<file path="config.mk">
export PLATFORM = sky130hd
export DESIGN_NAME = goboard_runctl
export DESIGN_NICKNAME = d
export VERILOG_FILES = /design/src/rtl/goboard_runctl.sv
export SDC_FILE = /design/constraint.sdc
export NUM_CORES = 1
export LEC_CHECK = 0
export BUFFER_PORTS_ARGS = -buffer_cell sky130_fd_sc_hd__buf_2
export CORE_ASPECT_RATIO = 0.8
export CORE_MARGIN = 2
export CORE_UTILIZATION = 40
export CTS_CLUSTER_SIZE = 14
export DETAILED_ROUTE_END_ITERATION = 10
export PLACE_DENSITY = 0.64
export SLEW_MARGIN = 10
export SYNTH_ARGS = -nofsm -noshare
export SYNTH_HDL_FRONTEND = slang
export SYNTH_HIERARCHICAL = 1
export SYNTH_SLANG_ARGS = --single-unit
</file>
<file path="constraint.sdc">
create_clock -name clk -period 1.9 [get_ports clk]
set_input_delay 0.19 -clock clk [delete_from_list [all_inputs] [get_ports clk]]
set_output_delay 0.19 -clock clk [all_outputs]
set_load 0.02 [all_outputs]
</file>
<file path="src/rtl/goboard_runctl.sv">
// goboard_runctl: CPU clock-enable run control (RUN/STEP/HALT), button debounce and paged hex display.
// STEP mode and its mode/step debouncers exist only when RUNCTL_STEP_EN is defined.
module goboard_runctl_db #(
    parameter int BITS = 16
) (
    input  logic clk,
    input  logic reset_n,
    input  logic btn_i,
    output logic press_o
);
    logic [1:0]      sync_q;
    logic [BITS-1:0] cnt_q, cnt_d;
    logic            lvl_q, press_q, flip;

    always_comb begin
        flip  = (sync_q[1] != lvl_q) && (&cnt_q);
        cnt_d = (sync_q[1] == lvl_q || flip) ? '0 : cnt_q + BITS'(1);
    end

    always_ff @(posedge clk or negedge reset_n) begin
        if (!reset_n) begin
            sync_q  <= '0;
            cnt_q   <= '0;
            lvl_q   <= 1'b0;
            press_q <= 1'b0;
        end else begin
            sync_q  <= {sync_q[0], btn_i};
            cnt_q   <= cnt_d;
            lvl_q   <= lvl_q ^ flip;
            press_q <= flip & ~lvl_q;
        end
    end

    assign press_o = press_q;
endmodule

module goboard_runctl #(
    parameter int DIV_BITS      = 19,
    parameter int DEBOUNCE_BITS = 16,
    parameter int VALUE_W       = 32,
    parameter int DIGITS        = 2,
    localparam int DW           = 4 * DIGITS,
    localparam int PAGES        = VALUE_W / DW,
    localparam int PW           = (PAGES > 1) ? $clog2(PAGES) : 1
) (
    input  logic               clk,
    input  logic               reset_n,
    input  logic               btn_mode_i,
    input  logic               btn_step_i,
    input  logic               btn_page_i,
    input  logic               halt_i,
    input  logic [VALUE_W-1:0] value_i,
    output logic               clk_en_o,
    output logic [DW-1:0]      digits_o,
    output logic [PW-1:0]      page_o,
    output logic [1:0]         mode_o
);
    typedef enum logic [1:0] {RUN = 2'b00, STEP = 2'b01, HALT = 2'b10} state_t;

    state_t              state_q, state_d;
    logic [DIV_BITS-1:0] div_q, div_d;
    logic                en_q, en_d;
    logic [PW-1:0]       page_q, page_d;
    logic [DW-1:0]       digits_q;
    logic                mode_p, step_p, page_p;

`ifdef RUNCTL_STEP_EN
    goboard_runctl_db #(.BITS(DEBOUNCE_BITS)) u_mode (.clk(clk), .reset_n(reset_n), .btn_i(btn_mode_i), .press_o(mode_p));
    goboard_runctl_db #(.BITS(DEBOUNCE_BITS)) u_step (.clk(clk), .reset_n(reset_n), .btn_i(btn_step_i), .press_o(step_p));
`else
    logic unused_btn;
    assign unused_btn = btn_mode_i ^ btn_step_i;
    assign mode_p     = 1'b0;
    assign step_p     = 1'b0;
`endif
    goboard_runctl_db #(.BITS(DEBOUNCE_BITS)) u_page (.clk(clk), .reset_n(reset_n), .btn_i(btn_page_i), .press_o(page_p));

    always_comb begin
        state_d = state_q;
        div_d   = div_q;
        en_d    = 1'b0;
        case (state_q)
            RUN: begin
                div_d = div_q + DIV_BITS'(1);
                en_d  = &div_q;
                if (mode_p) begin
                    state_d = STEP;
                    div_d   = '0;
                end
            end
            STEP: begin
                div_d   = '0;
                state_d = mode_p ? RUN : STEP;
                en_d    = step_p & ~mode_p;
            end
            default: ;
        endcase
        // halt overrides any press and suppresses the enable in the same cycle
        if (halt_i) begin
            state_d = HALT;
            en_d    = 1'b0;
        end
        page_d = !page_p ? page_q : (page_q == PW'(PAGES - 1)) ? '0 : page_q + PW'(1);
    end

    always_ff @(posedge clk or negedge reset_n) begin
        if (!reset_n) begin
            state_q  <= RUN;
            div_q    <= '0;
            en_q     <= 1'b0;
            page_q   <= '0;
            digits_q <= '0;
        end else begin
            state_q  <= state_d;
            div_q    <= div_d;
            en_q     <= en_d;
            page_q   <= page_d;
            digits_q <= value_i[int'(page_q) * DW +: DW];
        end
    end

    assign clk_en_o = en_q;
    assign digits_o = digits_q;
    assign page_o   = page_q;
    assign mode_o   = 2'(state_q);
endmodule

</file>
==> metrics.txt, run 1 <==
outcome=complete, no violations; final worst path period share=0.945; Post-synth top cells=dfrtp_1 (52), nor2_1 (29), xnor2_1 (14); P per Cell Area=647 mW/mm^2; drt wl/cell=13.0 um; DRT antenna net count=0; headroom to the max-slew limit=0.617; initial antenna violation count=0; Initial Util=0.417; nets@finish=316; Hold Path Depth=2; Area Overhead vs Synth=19.2%; antenna diode count=0; Mapped Avg Cell Area=11.4 um^2; register area=0.00130 mm^2; synth warn=6; crit end category=register; layout cells sized above 1=0.291; maximum vdd drop=0.000455 V; first-pass iteration count of the detailed router=4; die area=0.00684 mm^2; Root Buffer=clkbuf_8; Placed Area=0.00284 mm^2; die width=92.0 um; DRC violations left=0; multi-input logic area=0.00112 mm^2; most frequent cell after synthesis=dfrtp_1; first-pass GRT wire length=8.21 mm; Die Ht=74.4 um; worst skew pair latency=300 ps; total wire length=4.63 mm; Place WS=125 ps; share of the synthesized area in the top cell type=0.526; CTS clk-pin slew, worst paths=90 ps; Post-Syn Instances=218; Syn Nets=259; Worst Tran Pin Value=574 ps; CP startpoint kind=register; Total Negative Setup Slacks=0 ps; # setup viols final=0; Seq cells post-synth=52; CTS tree=done; I/O pin count=51; Synth area leader=dfrtp_1; crit path DAT=1980 ps; Fmax=557 MHz; Vias=1799; number of library cell types mapped by synthesis=40; worst setup path class=reg -> reg; vias in the first global route=1877; hold crit path type=in -> reg; CTS Sinks=52; post-route cell area=0.00295 mm^2; Num CTS Buffers=5; Vias/cell=5.05; HPWL after detailed placement=3.44 mm; RSZ-0062 raised after global routing=false; filler instances=564; I/O Buffers=48; synthesized cell area=0.00248 mm^2; Final Skew=6.27 ps; max-slew violation count=0; Seq/Total Area, Yosys=0.526; Pwr Total=1.91 mW; Post-synth EDFFs=0; top cells by area in the synthesized netlist=dfrtp_1 (53%), mux4_2 (7.3%), xnor2_1 (5.0%); clk buf depth=2; Primary FF master, synth=dfrtp_1; Final WS setup=104 ps; DR iter-0 viols=34; Post-synth ARST share=1.00; static leakage=1.32 nW; Site Rows=25; final hold vios=0; Congestion Overflow GR=0; WP data required=2090 ps; max-cap viol count=0; H-tree Lvls=2; Core Area=0.00594 mm^2; all-layer global routing usage=0.150; largest net degree at the start of global routing=33; GP Congestion=0.792; Reg2Reg Depth=4; Crit Path Max Fanout=4; Tmin final=1800 ps
-- final timing paths --
kind                            slack (ps)                    endpoint                       start
worst max-delay path                   100                    register   u_page/cnt_q[0]$_DFF_PN0_
worst min-delay path                    60       mode_o[0]$_DFFE_PN0P_                      halt_i
worst max register to register         100                    register   u_page/cnt_q[0]$_DFF_PN0_
worst min register to register         360  u_page/sync_q[1]$_DFF_PN0_  u_page/sync_q[0]$_DFF_PN0_
max in group asynchronous              970       digits_o[4]$_DFF_PN0_                     reset_n
min in group asynchronous              390        div_q[0]$_DFFE_PN0P_                     reset_n
-- timing repair --
item                      in CTS  in global routing
resized for setup              0                  0
hold endpoints to repair      21                  0
buffers inserted               0                  0
hold buffers                   2                  0
-- cell usage in the layout, fill, tap and decap left out, types with 2 or more instances in the layout --
master / count
and4_1: 2
xor2_1: 9
buf_4: 6
nand4_2: 3
or2_1: 3
dfrtp_1: 52
or3_1: 4
nand3_1: 11
nand2_1: 10
o21ai_1: 10
inv_1: 4
nor2b_1: 3
nor4_1: 5
clkbuf_8: 6
a21oi_1: 6
nand2b_1: 2
dlygate4sd3_1: 2
mux4_2: 8
nor2_1: 29
buf_2: 48
and3_1: 3
nor3_1: 5
or4_1: 2
ha_1: 3
mux2_2: 3
nand4_1: 7
xnor2_1: 14
-- power by group --
part	total, mW	internal (mW)	leakage [nW]	switching, mW
logic	0.127	0.0635	0.579	0.0632
clock network	0.640	0.291	0.0473	0.349
registers	1.14	1.13	0.693	0.0148
total	1.91	1.48	1.32	0.427
-- kinds of logic after synthesis --
| family | Yosys count | synth area share |
|---|---|---|
| fa+ha+maj | 3 | 0.0152 |
| flops | 52 | 0.526 |
| buf+inv | 11 | 0.0232 |
| simple gates | 98 | 0.220 |
| compound gates | 19 | 0.0419 |
| mux | 12 | 0.0925 |
| xor+xnor | 23 | 0.0814 |
-- final cells by class --
cell class                 instances  area share
clock buffer                       6      0.0280
clock inverter                     1     0.00297
inverter                           4     0.00509
multi-input combinational        155       0.379
sequential                        52       0.441
tap                               81      0.0343
timing repair buffer              57       0.110
-- critical path, stage by stage, from the launching register on --
cell and delay, ps:
dfrtp_1 400, ha_1 250, nand4_2 130, or4_4 600
mux2_4 320
-- sequential cells by signal (all words and copies together), names as in the netlist, named ones only --
| signal | flops |
|---|---|
| div_q | 19 |
| page_o | 2 |
| u_page/sync_q | 2 |
| mode_o | 2 |
| digits_o | 8 |
| clk_en_o | 1 |
| u_page/cnt_q | 16 |
| u_page/press_o | 1 |
-- stage by stage --
step                cells  hold slack, ps   util
floorplan             218            -106      -
global placement      347             191  0.478
detailed placement    347             197  0.478
CTS                   356            55.7  0.497
global route          356            56.1  0.497
finish                356            61.0  0.497
-- routing by layer --
metal / wire length (um) / share of wire / track usage
met5: 0 / 0 / 0
met4: 45 / 0.0097 / 0.0398
met2: 2160 / 0.47 / 0.267
met1: 2190 / 0.47 / 0.187
met3: 230 / 0.050 / 0.0375
No activity file was read; power rests on OpenSTA's default activity.
==> run 2: changes to the inputs <==
clock period = 1.8 ns   (was 1.9 ns; I/O delays follow)
==> run 2 against run 1 <==
Sequential power is 5% higher. Critical path depth stayed put. Utilization is 0.48 points higher. Critical path type unchanged. Largest cell class unchanged.
==> metrics.txt, run 2 (synthesis gave the netlist of run 1 again) <==
outcome=complete, no violations; Worst Tran Pin Value=567 ps (-7.16 ps); P per Cell Area=678 mW/mm^2 (+4.8%); die area=0.00684 mm^2 (unchanged); Tmin final=1720 ps (-74.9 ps); total wire length=4.59 mm (-0.97%); first-pass iteration count of the detailed router=4 (unchanged); Hold Path Depth=2 (unchanged); hold crit path type=in -> reg; Vias/cell=4.92 (-2.6%); crit-path leading delay family=simple AND/OR/NAND/NOR gates; largest net degree at the start of global routing=31 (-6.1%); initial antenna violation count=0 (unchanged); first-pass GRT wire length=8.03 mm (-2.2%); RSZ-0062 raised after global routing=false; DRT antenna net count=0 (unchanged); GP Congestion=0.802 (+1.3%); final worst path period share=0.956 (+0.0109); HPWL after detailed placement=3.36 mm (-2.5%); Slowest-stage cell, CP=or4_4; max reg flops=19 (unchanged); headroom to the max-slew limit=0.622 (+0.00477); WHS Endpoint=mode_o[0]$_DFFE_PN0P_; Resized Gates After CTS=0 (unchanged); I/O pin count=51 (unchanged); Reg2Reg Depth=4 (unchanged); most common library cell in the layout ignoring fill and taps=dfrtp_1; static leakage=1.34 nW (+1.4%); switching pwr=484 uW (+13%); worst skew pair latency=310 ps (about the same); Top reg by flops=div_q; vias in the first global route=1741 (-7.2%); maximum vdd drop=0.000408 V (-10%); Total Negative Setup Slacks=0 ps (unchanged); nets@finish=320 (+1.3%); r2r setup slk=80 ps (-30 ps); # setup viols final=0 (unchanged); crit path DAT=1930 ps (-50 ps); layout cells sized above 1=0.304 (+0.0127); Die Ht=74.4 um (unchanged); all-layer global routing usage=0.149 (-0.000993); crit path cell chain=ha_1, nand4_2, or4_4, mux2_4; Core Area=0.00594 mm^2 (unchanged); Int Power=1.54 mW (+3.7%); Sw Share=0.240 (+0.0158); drt wl/cell=12.7 um (-2.3%); Area Overhead vs Synth=20.4%; I/O Buffers=48 (unchanged); Crit path largest cell delay=600 ps (about the same); CTS tree=done; worst flop-to-flop path startpoint=u_page/cnt_q[1]$_DFF_PN0_; crit end category=register; Post-CTS Hold Fix Bufs=2 (unchanged); final hold vios=0 (unchanged); commonest non-fill, non-tap cells in the layout=dfrtp_1 (52), buf_2 (48), nor2_1 (29); CP startpoint kind=register; combinational fraction of design power=0.068 (+0.002); H-tree Lvls=2 (unchanged); Vias=1777 (-1.2%); Final Skew=13.1 ps (+6.82 ps); Num CTS Buffers=5 (unchanged); CTS clk-pin slew, worst paths=100 ps (about the same); Initial Util=0.417 (unchanged); Hold Path Origin=halt_i; Clock power frac=0.336 (about the same); antenna diode count=0 (unchanged); buffer and inverter count on the worst path=0 (unchanged); sequential share of power=0.596 (-0.002); post-route cell area=0.00298 mm^2 (+0.98%); Root Buffer=clkbuf_8; DR iter-0 viols=94 (+180%); die width=92.0 um (unchanged); WP data required=2010 ps (-80 ps); Congestion Overflow GR=0 (unchanged); Fmax=581 MHz (+4.4%); setup bufs post-CTS=0 (unchanged); clk buf depth=2 (unchanged); DRC violations left=0 (unchanged); worst setup path class=reg -> reg; max-slew violation count=0 (unchanged); Crit Path Max Fanout=4 (unchanged); Placed Area=0.00287 mm^2 (+1.1%); Site Rows=25 (unchanged); max-cap viol count=0 (unchanged); CTS Sinks=52 (unchanged)
## run 2: cell count changes in the layout (fill, tap and decap cells not counted)
cell and change:
clkinv_2 +1, clkinv_4 -1, clkinvlp_4 +1, buf_4 +4, inv_6 +1, clkbuf_8 -1
## run 2: power groups by stage
stage | clock, mW | sequential, mW | combinational (mW)
detailed placement | 0 | 1.23 | 0.139
global route | 0.757 | 1.21 | 0.156
global placement | 0 | 1.23 | 0.135
finish | 0.679 | 1.20 | 0.138
CTS | 0.711 | 1.20 | 0.142
floorplan | 0 | 1.24 | 0.0423
## run 2: cell type report
type	instances	area (um^2)
multi-input combinational	155	1120
tap	81	101
sequential	52	1300
inverter	4	15.0
fill	564	2960
timing repair buffer	61	355
clock buffer	5	68.8
clock inverter	3	21.3
## run 2: routing by layer
metal  share of wire  GRT usage
met1            0.50      0.209
met2            0.43      0.227
met3           0.060     0.0415
met4          0.0055     0.0514
met5               0          0
## run 2: metrics by stage
step	instances	setup WS, ps	hold slack (ps)	total power [mW]	utilization
after global routing	361	13.8	30.2	2.12	0.501
after global placement	351	125	197	1.36	0.483
after CTS	361	69.8	32.3	2.06	0.501
final	361	78.8	42.6	2.02	0.501
after floorplan	218	31.4	-116	1.28	-
after detailed placement	351	96.0	202	1.37	0.483
## run 2: how the worst max path moves through the flow
stage                                          from                   endpoint  slack, ps  cells past startpoint
after floorplan           u_page/cnt_q[0]$_DFF_PN0_                   register         30                      4
after global placement    u_page/cnt_q[1]$_DFF_PN0_                   register        120                      4
after detailed placement  u_page/cnt_q[1]$_DFF_PN0_                   register        100                      4
after CTS                 u_page/cnt_q[1]$_DFF_PN0_                   register         70                      4
after global routing      u_page/cnt_q[1]$_DFF_PN0_  u_page/cnt_q[2]$_DFF_PN0_         10                      5
final                     u_page/cnt_q[1]$_DFF_PN0_                   register         80                      4
==> run 3: changes to the inputs <==
ABC_AREA = 1   (was not set)
==> run 3 against run 2 <==
Setup slack improved by 270 ps. Die area increased by 10%. Combinational power decreased by 9%. Largest cell class unchanged.
==> metrics.txt, run 3 <==
outcome=complete, no violations; Post-Syn Instances=336 (+54%); initial antenna violation count=0 (unchanged); Top reg by flops=div_q; CTS Sinks=52 (unchanged); worst setup path class=reg -> reg; Seq/Total Area, Yosys=0.476 (-0.0500); filler instances=630 (+12%); CTS clk-pin slew, worst paths=100 ps (about the same); P per Cell Area=629 mW/mm^2 (-7.2%); first-pass GRT wire length=9.66 mm (+20%); maximum vdd drop=0.000302 V (-26%); Post-CTS Hold Fix Bufs=2 (unchanged); layout cells sized above 1=0.242 (-0.0618); Post-synth EDFFs=0 (unchanged); H-tree Lvls=2 (unchanged); synthesized cell area=0.00274 mm^2 (+11%); setup bufs post-CTS=0 (unchanged); Worst Tran Pin Value=468 ps (-98.6 ps); Initial Util=0.421 (+0.00395); worst flop-to-flop path startpoint=u_page/cnt_q[0]$_DFF_PN0_; antenna diode count=0 (unchanged); drt wl/cell=11.7 um (-7.7%); crit path launch=u_page/cnt_q[0]$_DFF_PN0_; WP data required=1990 ps (-20 ps); headroom to the max-slew limit=0.687 (+0.0654); CTS tree=done; number of library cell types mapped by synthesis=33 (-18%); total wire length=5.59 mm (+22%); die area=0.00752 mm^2 (+10%); nets@finish=433 (+35%); DRT antenna net count=0 (unchanged); commonest non-fill, non-tap cells in the layout=nand2_1 (62), nor2_1 (61), dfrtp_1 (52); Final Skew=13.3 ps (+0.216 ps); die width=96.5 um (+4.9%); Total Negative Setup Slacks=0 ps (unchanged); crit path DAT=1640 ps (-290 ps); Synth area leader=dfrtp_1; crit end category=register; final hold vios=0 (unchanged); Final WS setup=348 ps (+270 ps); Primary FF master, synth=dfrtp_1; Seq cells post-synth=52 (unchanged); Syn Nets=377 (+46%); Placed Area=0.00309 mm^2 (+7.7%); max reg flops=19 (unchanged); RSZ-0062 raised after global routing=false; worst skew pair latency=300 ps (about the same); clk buf depth=2 (unchanged); most common library cell in the layout ignoring fill and taps=nand2_1; Vias=2322 (+31%); first-pass iteration count of the detailed router=4 (unchanged); all-layer global routing usage=0.160 (+0.0105); max-cap viol count=0 (unchanged); Mapped Avg Cell Area=8.14 um^2 (-28%); Die Ht=78.0 um (+4.9%); GP Congestion=0.789 (-1.7%); Post-synth top cells=nand2_1 (62), nor2_1 (61), dfrtp_1 (52); Core Area=0.00651 mm^2 (+9.5%); Post-synth ARST share=1.00 (unchanged); most frequent cell after synthesis=nand2_1; vias in the first global route=2139 (+23%); Tmin final=1450 ps (-270 ps); DR iter-0 viols=100 (+6.4%); final worst path period share=0.806 (-0.150); CP startpoint kind=register; # setup viols final=0 (unchanged); I/O Buffers=48 (unchanged); top cells by area in the synthesized netlist=dfrtp_1 (48%), nand2_1 (8.5%), nor2_1 (8.4%); Hold Path Origin=halt_i; Fmax=689 MHz (+19%); Root Buffer=clkbuf_8; Site Rows=26 (+4.0%); Area Overhead vs Synth=17.1%; Vias/cell=4.87 (-1.1%); max-slew violation count=0 (unchanged); Num CTS Buffers=5 (unchanged); static leakage=1.58 nW (+18%); hold crit path type=in -> reg; Crit Path Max Fanout=9 (+5); Congestion Overflow GR=0 (unchanged); DRC violations left=0 (unchanged); share of the synthesized area in the top cell type=0.476 (-0.0500); Resized Gates After CTS=0 (unchanged); I/O pin count=51 (unchanged); largest net degree at the start of global routing=53 (+71%); Place WS=352 ps (+256 ps); synth warn=6 (unchanged); Pwr Total=2.02 mW (-0.17%); post-route cell area=0.00321 mm^2 (+7.6%); HPWL after detailed placement=4.06 mm (+21%)
## run 3: cell type report
| type | count | area (um^2) | share of cell area |
|---|---|---|---|
| Clock inverter | 1 | 7.51 | 0.00234 |
| Sequential cell | 52 | 1300 | 0.406 |
| Inverter | 37 | 141 | 0.0441 |
| Timing Repair Buffer | 54 | 303 | 0.0945 |
| Tap cell | 84 | 105 | 0.0328 |
| Clock buffer | 7 | 86.3 | 0.0269 |
| Multi-Input combinational cell | 242 | 1260 | 0.393 |
## run 3: worst max-delay path: stages, from the launching register on
cell     delay, ps
dfrtp_1        410
ha_1           220
nand3_2        120
inv_2          110
nand2_4         70
o21ai_4        150
buf_4          200
nor2_1          60
## run 3: cells by family after synthesis
group,Yosys count,synth area share
flip-flops,52,0.476
buffers and inverters,42,0.0636
AO/OA/AOI/OAI,55,0.114
XOR/XNOR,8,0.0256
adder cells (fa/ha/maj),3,0.0137
AND/OR/NAND/NOR,176,0.307
## run 3: where the power goes
part	internal (mW)	switching (mW)	total (mW)
Clock	0.314	0.385	0.698
Sequential	1.18	0.00926	1.19
Combinational	0.0565	0.0691	0.126
## run 3: final timing paths
check,to,cells after the start,slack (ps)
worst max-delay path,u_page/cnt_q[15]$_DFF_PN0_,7,350
worst min-delay path,mode_o[0]$_DFFE_PN0P_,2,40
worst max register to register,u_page/cnt_q[15]$_DFF_PN0_,7,350
worst min register to register,u_page/sync_q[1]$_DFF_PN0_,0,360
max in group asynchronous,u_page/cnt_q[2]$_DFF_PN0_,3,1170
min in group asynchronous,mode_o[1]$_DFFE_PN0P_,3,390
## run 3: routing by layer
| layer | vias up | GRT usage | part of all wire |
|---|---|---|---|
| met5 | - | 0 | 0 |
| met4 | 0 | 0.0366 | 0.0046 |
| met3 | 2 | 0.0330 | 0.053 |
| met2 | 45 | 0.242 | 0.42 |
| met1 | 1084 | 0.234 | 0.52 |
| li1 | 1191 | - | - |
## run 3: stage by stage
step / instances / hold WS (ps) / utilization
6_report: 477 / 37.5 / 0.493
5_1_grt: 477 / 30.5 / 0.493
4_1_cts: 477 / 31.2 / 0.493
3_5_place_dp: 467 / 202 / 0.475
3_3_place_gp: 467 / 197 / 0.475
2_1_floorplan: 336 / -116 / -
